[config.mk]
export PLATFORM = sky130hd
export DESIGN_NAME = spi_master
export DESIGN_NICKNAME = d
export VERILOG_FILES = /design/src/rtl/spi_pkg.sv /design/src/rtl/spi_clk_gen.sv /design/src/rtl/spi_master.sv
export SDC_FILE = /design/constraint.sdc
export NUM_CORES = 1
export LEC_CHECK = 0
export CAP_MARGIN = 20
export CORE_MARGIN = 2
export CORE_UTILIZATION = 56
export CTS_BUF_LIST = sky130_fd_sc_hd__clkbuf_2 sky130_fd_sc_hd__clkbuf_4 sky130_fd_sc_hd__clkbuf_8
export DETAILED_ROUTE_END_ITERATION = 10
export GPL_TIMING_DRIVEN = 0
export HOLD_SLACK_MARGIN = 0.03
export PLACE_DENSITY = 0.81
export SETUP_SLACK_MARGIN = 0.5
export SYNTH_ARGS = -nofsm -noshare
export SYNTH_HDL_FRONTEND = slang
export SYNTH_SLANG_ARGS = --single-unit
[constraint.sdc]
create_clock -name CLK -period 1.8 [get_ports CLK]
set_input_delay 0.45 -clock CLK [delete_from_list [all_inputs] [get_ports CLK]]
set_output_delay 0.45 -clock CLK [all_outputs]
set_load 0.01 [all_outputs]
[src/rtl/spi_pkg.sv]
// spi_pkg: shared SPI master types (FSM states, mode encodings {CPOL,CPHA}, default divider and width)
package spi_pkg;
  typedef enum logic [2:0] {IDLE, SETUP, XFER, HOLD, DONE_S} state_t;
  localparam logic [1:0] MODE0 = 2'b00;
  localparam logic [1:0] MODE1 = 2'b01;
  localparam logic [1:0] MODE2 = 2'b10;
  localparam logic [1:0] MODE3 = 2'b11;
  localparam int DEF_CLK_DIV = 4;
  localparam int DEF_DATA_W = 8;
endpackage

[src/rtl/spi_clk_gen.sv]
// spi_clk_gen: half-period counter; clk/rst_n (sync, active-low), en in, registered one-cycle tick out every CLK_DIV cycles, cleared while en is low
module spi_clk_gen #(
  parameter int CLK_DIV = 4
) (
  input  logic clk,
  input  logic rst_n,
  input  logic en,
  output logic tick
);
  localparam int CW = $clog2(CLK_DIV);
  logic [CW-1:0] cnt_q, cnt_d;
  logic tick_q, tick_d;
  assign tick = tick_q;
  always_comb begin
    tick_d = en && cnt_q == CW'(CLK_DIV - 1);
    cnt_d = !en ? '0 : tick_d ? '0 : cnt_q + 1'b1;
  end
  always_ff @(posedge clk) begin
    if (!rst_n) begin
      cnt_q <= '0;
      tick_q <= 1'b0;
    end else begin
      cnt_q <= cnt_d;
      tick_q <= tick_d;
    end
  end
endmodule

[src/rtl/spi_master.sv]
// spi_master: SPI master, modes 0-3, MSB first; START/TX_DATA/MODE request in, BUSY/DONE/RX_DATA status out, SS/SCK/MOSI out and MISO in on the bus
module spi_master
  import spi_pkg::*;
#(
  parameter int CLK_DIV = DEF_CLK_DIV,
  parameter int DATA_W = DEF_DATA_W
) (
  input  logic              CLK,
  input  logic              RST_N,
  input  logic              START,
  input  logic [DATA_W-1:0] TX_DATA,
  input  logic [1:0]        MODE,
  output logic              BUSY,
  output logic              DONE,
  output logic [DATA_W-1:0] RX_DATA,
  output logic              SS,
  output logic              SCK,
  output logic              MOSI,
  input  logic              MISO
);
  localparam int EW = $clog2(2 * DATA_W + 1);
  state_t state_q, state_d;
  logic [EW-1:0] edge_q, edge_d;
  logic [1:0] mode_q, mode_d;
  logic sck_q, sck_d, mosi_q, mosi_d, tick, lead, shift_ev, samp_ev;
  logic [DATA_W-1:0] tx_q, tx_d, rx_q, rx_d, rx_data_q, rx_data_d;
  spi_clk_gen #(.CLK_DIV(CLK_DIV)) u_clk_gen (
    .clk  (CLK),
    .rst_n(RST_N),
    .en   (BUSY),
    .tick (tick)
  );
  assign BUSY = state_q inside {SETUP, XFER, HOLD};
  assign DONE = state_q == DONE_S;
  assign SS = ~BUSY;
  assign SCK = state_q == IDLE ? MODE[1] : sck_q;
  assign MOSI = mosi_q;
  assign RX_DATA = rx_data_q;
  assign lead = ~edge_q[0];
  assign shift_ev = tick && state_q == XFER && (mode_q[0] == lead);
  assign samp_ev = tick && state_q == XFER && (mode_q[0] != lead);
  always_comb begin
    state_d = state_q;
    edge_d = edge_q;
    mode_d = mode_q;
    sck_d = sck_q;
    mosi_d = mosi_q;
    tx_d = tx_q;
    rx_d = rx_q;
    rx_data_d = rx_data_q;
    unique case (state_q)
      IDLE: begin
        mosi_d = 1'b0;
        edge_d = '0;
        if (START) begin
          state_d = SETUP;
          mode_d = MODE;
          sck_d = MODE[1];
          rx_d = '0;
          mosi_d = MODE[0] ? 1'b0 : TX_DATA[DATA_W-1];
          tx_d = MODE[0] ? TX_DATA : TX_DATA << 1;
        end
      end
      SETUP: state_d = tick ? XFER : SETUP;
      XFER: begin
        if (tick) begin
          sck_d = ~sck_q;
          edge_d = edge_q + 1'b1;
          state_d = edge_q == EW'(2 * DATA_W - 1) ? HOLD : XFER;
        end
      end
      HOLD: begin
        if (tick) begin
          state_d = DONE_S;
          rx_data_d = rx_q;
        end
      end
      DONE_S: begin
        state_d = IDLE;
        mosi_d = 1'b0;
      end
      default: state_d = IDLE;
    endcase
    if (shift_ev) begin
      mosi_d = tx_q[DATA_W-1];
      tx_d = {tx_q[DATA_W-2:0], 1'b0};
    end
    if (samp_ev) rx_d = {rx_q[DATA_W-2:0], MISO};
  end
  always_ff @(posedge CLK) begin
    if (!RST_N) begin
      state_q <= IDLE;
      edge_q <= '0;
      mode_q <= '0;
      sck_q <= 1'b0;
      mosi_q <= 1'b0;
      tx_q <= '0;
      rx_q <= '0;
      rx_data_q <= '0;
    end else begin
      state_q <= state_d;
      edge_q <= edge_d;
      mode_q <= mode_d;
      sck_q <= sck_d;
      mosi_q <= mosi_d;
      tx_q <= tx_d;
      rx_q <= rx_d;
      rx_data_q <= rx_data_d;
    end
  end
endmodule
==> flow_summary.ini <==
[grt]
grt_start_max_net_pins = 13
overflow = 0
grt.total_usage_pct = 25.6
grt_pass1_vias = 1568
grt_first_pass_wirelength_um = 7010
antenna_found_initial = 0

[synth]
seq_area_frac_synth_pct = 41.5
netlist_instances = 201
ys_ff_latch = 38
synth_area_um2 = 1830
syn_area_per_cell_um2 = 9.12
synth_top_area_cell = dfxtp_1
async_flop_share_pct = 0
syn-num-nets = 218
synth_top_area_share_pct = 41.5
netlist_top_cells_area = dfxtp_1, a21boi_1, nand2_1
synth_ff_type = dfxtp_1
synth.distinct_cells = 44
synth-edff-count = 0
yosysWarnings = 0

[detailed_routing]
wirelength_um = 5170
drtIter0Drc = 114
vias = 1771
drt_pass1_iterations = 4
drc = 0
via_per_inst = 6.00
wl_per_cell_um = 17.5
drtAntennaViolNets = 0

[worst_setup_path]
r2r_cells = 7
reg2reg_from = state_q[0]
cp_top_family = flip-flops
path_cells = or2_1, buf_6, o21ai_4, o31ai_2, buf_2
slowest_stage = dfxtp_2
start_kind = flip-flop
required_ps = 1350
r2r-end = edge_q[3]
endpoint = SCK
cp_max_fo = 3
path_class = reg -> out
crit_cells = 5
rrSetupSlack_ps = 50
path_buf_inv = 2
critPathCaptureType = primary output
startpoint = state_q[0]
cp.arrival_ps = 1440
crit_path_max_incr_delay_ps = 340

[floorplan]
die_area_um2 = 3750
initial_core_util_pct = 59.6
pin_count = 27
die_w_um = 61.2
core_um2 = 3080
die_h_um = 61.2
rows = 20

[clocking]
clk_path_buf_depth = 2
root_buffer = clkbuf_4
htree_levels = 2
cts_tree = done
clkSinkCount = 38
postCtsHoldBufs = 0
clock_latency_ps = 360
clk_pin_slew_worst_paths_ps = 110
numCtsBuffers = 5

[final_layout]
fill_cells = 162
nets = 267
area_delta_synth_final_pct = 42.9
drive_gt1_share_pct = 45.8
layout.cells.most_common_list = dfxtp_1, buf_6, nand2_1, a21boi_1, nand3_1
fin_util_pct = 85.1
stdcell_area_um2 = 2620
final_common_cell = dfxtp_1
num_antenna_cells = 0

[pwr]
netSwitchingFraction_pct = 26.8
combinationalPowerShare_pct = 15.0
p_clk_share_pct = 30.6
p_int_mw = 1.17
power_mw = 1.60
p_per_area_nw_per_um2 = 610
leakage_nw = 0.955
switchingPower_uw = 428
sequentialPowerShare_pct = 54.4
peakVddDrop_v = 0.000552

[run]
drv_cap = 0

[placement]
port_buffers = 25
detailedPlacementHpwl_um = 2740
globalplace.congestion = 0.813
place_area_um2 = 2180
place_ws_ps = -373

[sta]
fin_skew_ps = 15.4
tightestPinTransition_ps = 555
setup_violations = 1
min_period_ps = 1890
fmax_mhz = 529
rsz0062_at_grt = yes
setup_tns_ps = -90.3
timing.final.crit_share_pct = 105
hold_viol_final = 0
maxSlewHeadroom_pct = 63.0
setup_ws_ps = -90.3
drv_slew = 0

[run_status]
status = finished, violations left
violations = setup timing

[hold_path]
hold_class = reg -> reg
[timing repair]
item	in CTS	in global routing
pin swaps	16	14
resized for setup	95	48
endpoints found under the setup margin	47	45
buffers inserted	7	8
cloned	1	1
[synthesized netlist by cell type (2+ instances only)]
master and instances:
or3_1 2, nand2_1 29, ha_1 3, and2_1 2
nand4_1 2, inv_1 4, dfxtp_1 38, o211ai_1 10
o21ai_0 9, a21boi_1 20, nor2_1 4, a21oi_1 3
buf_6 3, and3_1 3, xnor2_1 2, o31ai_1 3
nand3_1 17, nand2b_1 3, mux2_2 7, buf_2 2
o221ai_1 5, clkbuf_1 8
[flip-flops by register name, indices dropped and copies added (netlist names)]
register,cells
MOSI,1
RX_DATA,8
edge_q,5
mode_q,1
rx_q,8
sck_q,1
state_q,3
tx_q,8
u_clk_gen.cnt_q,2
u_clk_gen.tick,1
[how the worst min path moves through the flow]
stage | startpoint | end | depth (start not counted) | slack [ps]
2_1_floorplan | u_clk_gen.cnt_q[0] | u_clk_gen.cnt_q[0] | 1 | 410
3_3_place_gp | u_clk_gen.cnt_q[0] | u_clk_gen.cnt_q[0] | 1 | 420
3_5_place_dp | u_clk_gen.cnt_q[0] | u_clk_gen.cnt_q[0] | 1 | 420
4_1_cts | u_clk_gen.cnt_q[0] | u_clk_gen.cnt_q[0] | 1 | 430
5_1_grt | u_clk_gen.cnt_q[0] | u_clk_gen.cnt_q[0] | 1 | 470
6_report | u_clk_gen.cnt_q[0] | u_clk_gen.cnt_q[0] | 1 | 430
[routing by layer]
layer,vias up,wire [µm],global-route usage [%]
met1,853,2140,30.9
met2,71,2600,43.2
met3,16,308,7.35
met4,0,120,9.32
met5,-,0,0
li1,831,-,-
[cell type report]
type / instances / area [µm²] / area share, %
clock buffers: 6 / 51.3 / 1.96
plain buffers: 14 / 130 / 4.97
clock inverters: 2 / 12.5 / 0.478
repair buffers: 42 / 403 / 15.4
flip-flops and latches: 38 / 785 / 29.9
inverters: 5 / 18.8 / 0.716
well taps: 44 / 55.1 / 2.10
multi-input cells: 144 / 1160 / 44.5
[cell families after synthesis]
family                     count (synthesis)  share of synthesized area, %
and+or+nand+nor                           75                          22.8
xor gates and xnor gates                   3                          1.84
adders and majority gates                  3                          2.05
muxes                                      8                          4.85
DFF                                       38                          41.5
buffers and inverters                     19                          5.46
AOI/OAI and AO/OA                         55                          21.5
[stage by stage]
step,hold slack (ps),std cells
detailed placement,421,270
floorplan,408,201
finish,430,295
global route,466,295
global placement,415,270
CTS,432,286
[worst reg2reg max path, cell delays in order (launching register included)]
cell and delay (ps):
dfxtp_2 340, or2_1 230, buf_6 140, buf_4 130
buf_6 110, buf_6 110, or4_4 500, a21oi_2 130
[power groups by stage]
stage	combinational [mW]	sequential, mW	clock [mW]
3_5_place_dp	0.174	0.886	0
2_1_floorplan	0.109	0.884	0
4_1_cts	0.194	0.866	0.481
3_3_place_gp	0.169	0.885	0
6_report	0.240	0.870	0.489
5_1_grt	0.253	0.871	0.532
Power figures use the tool's default switching activity.
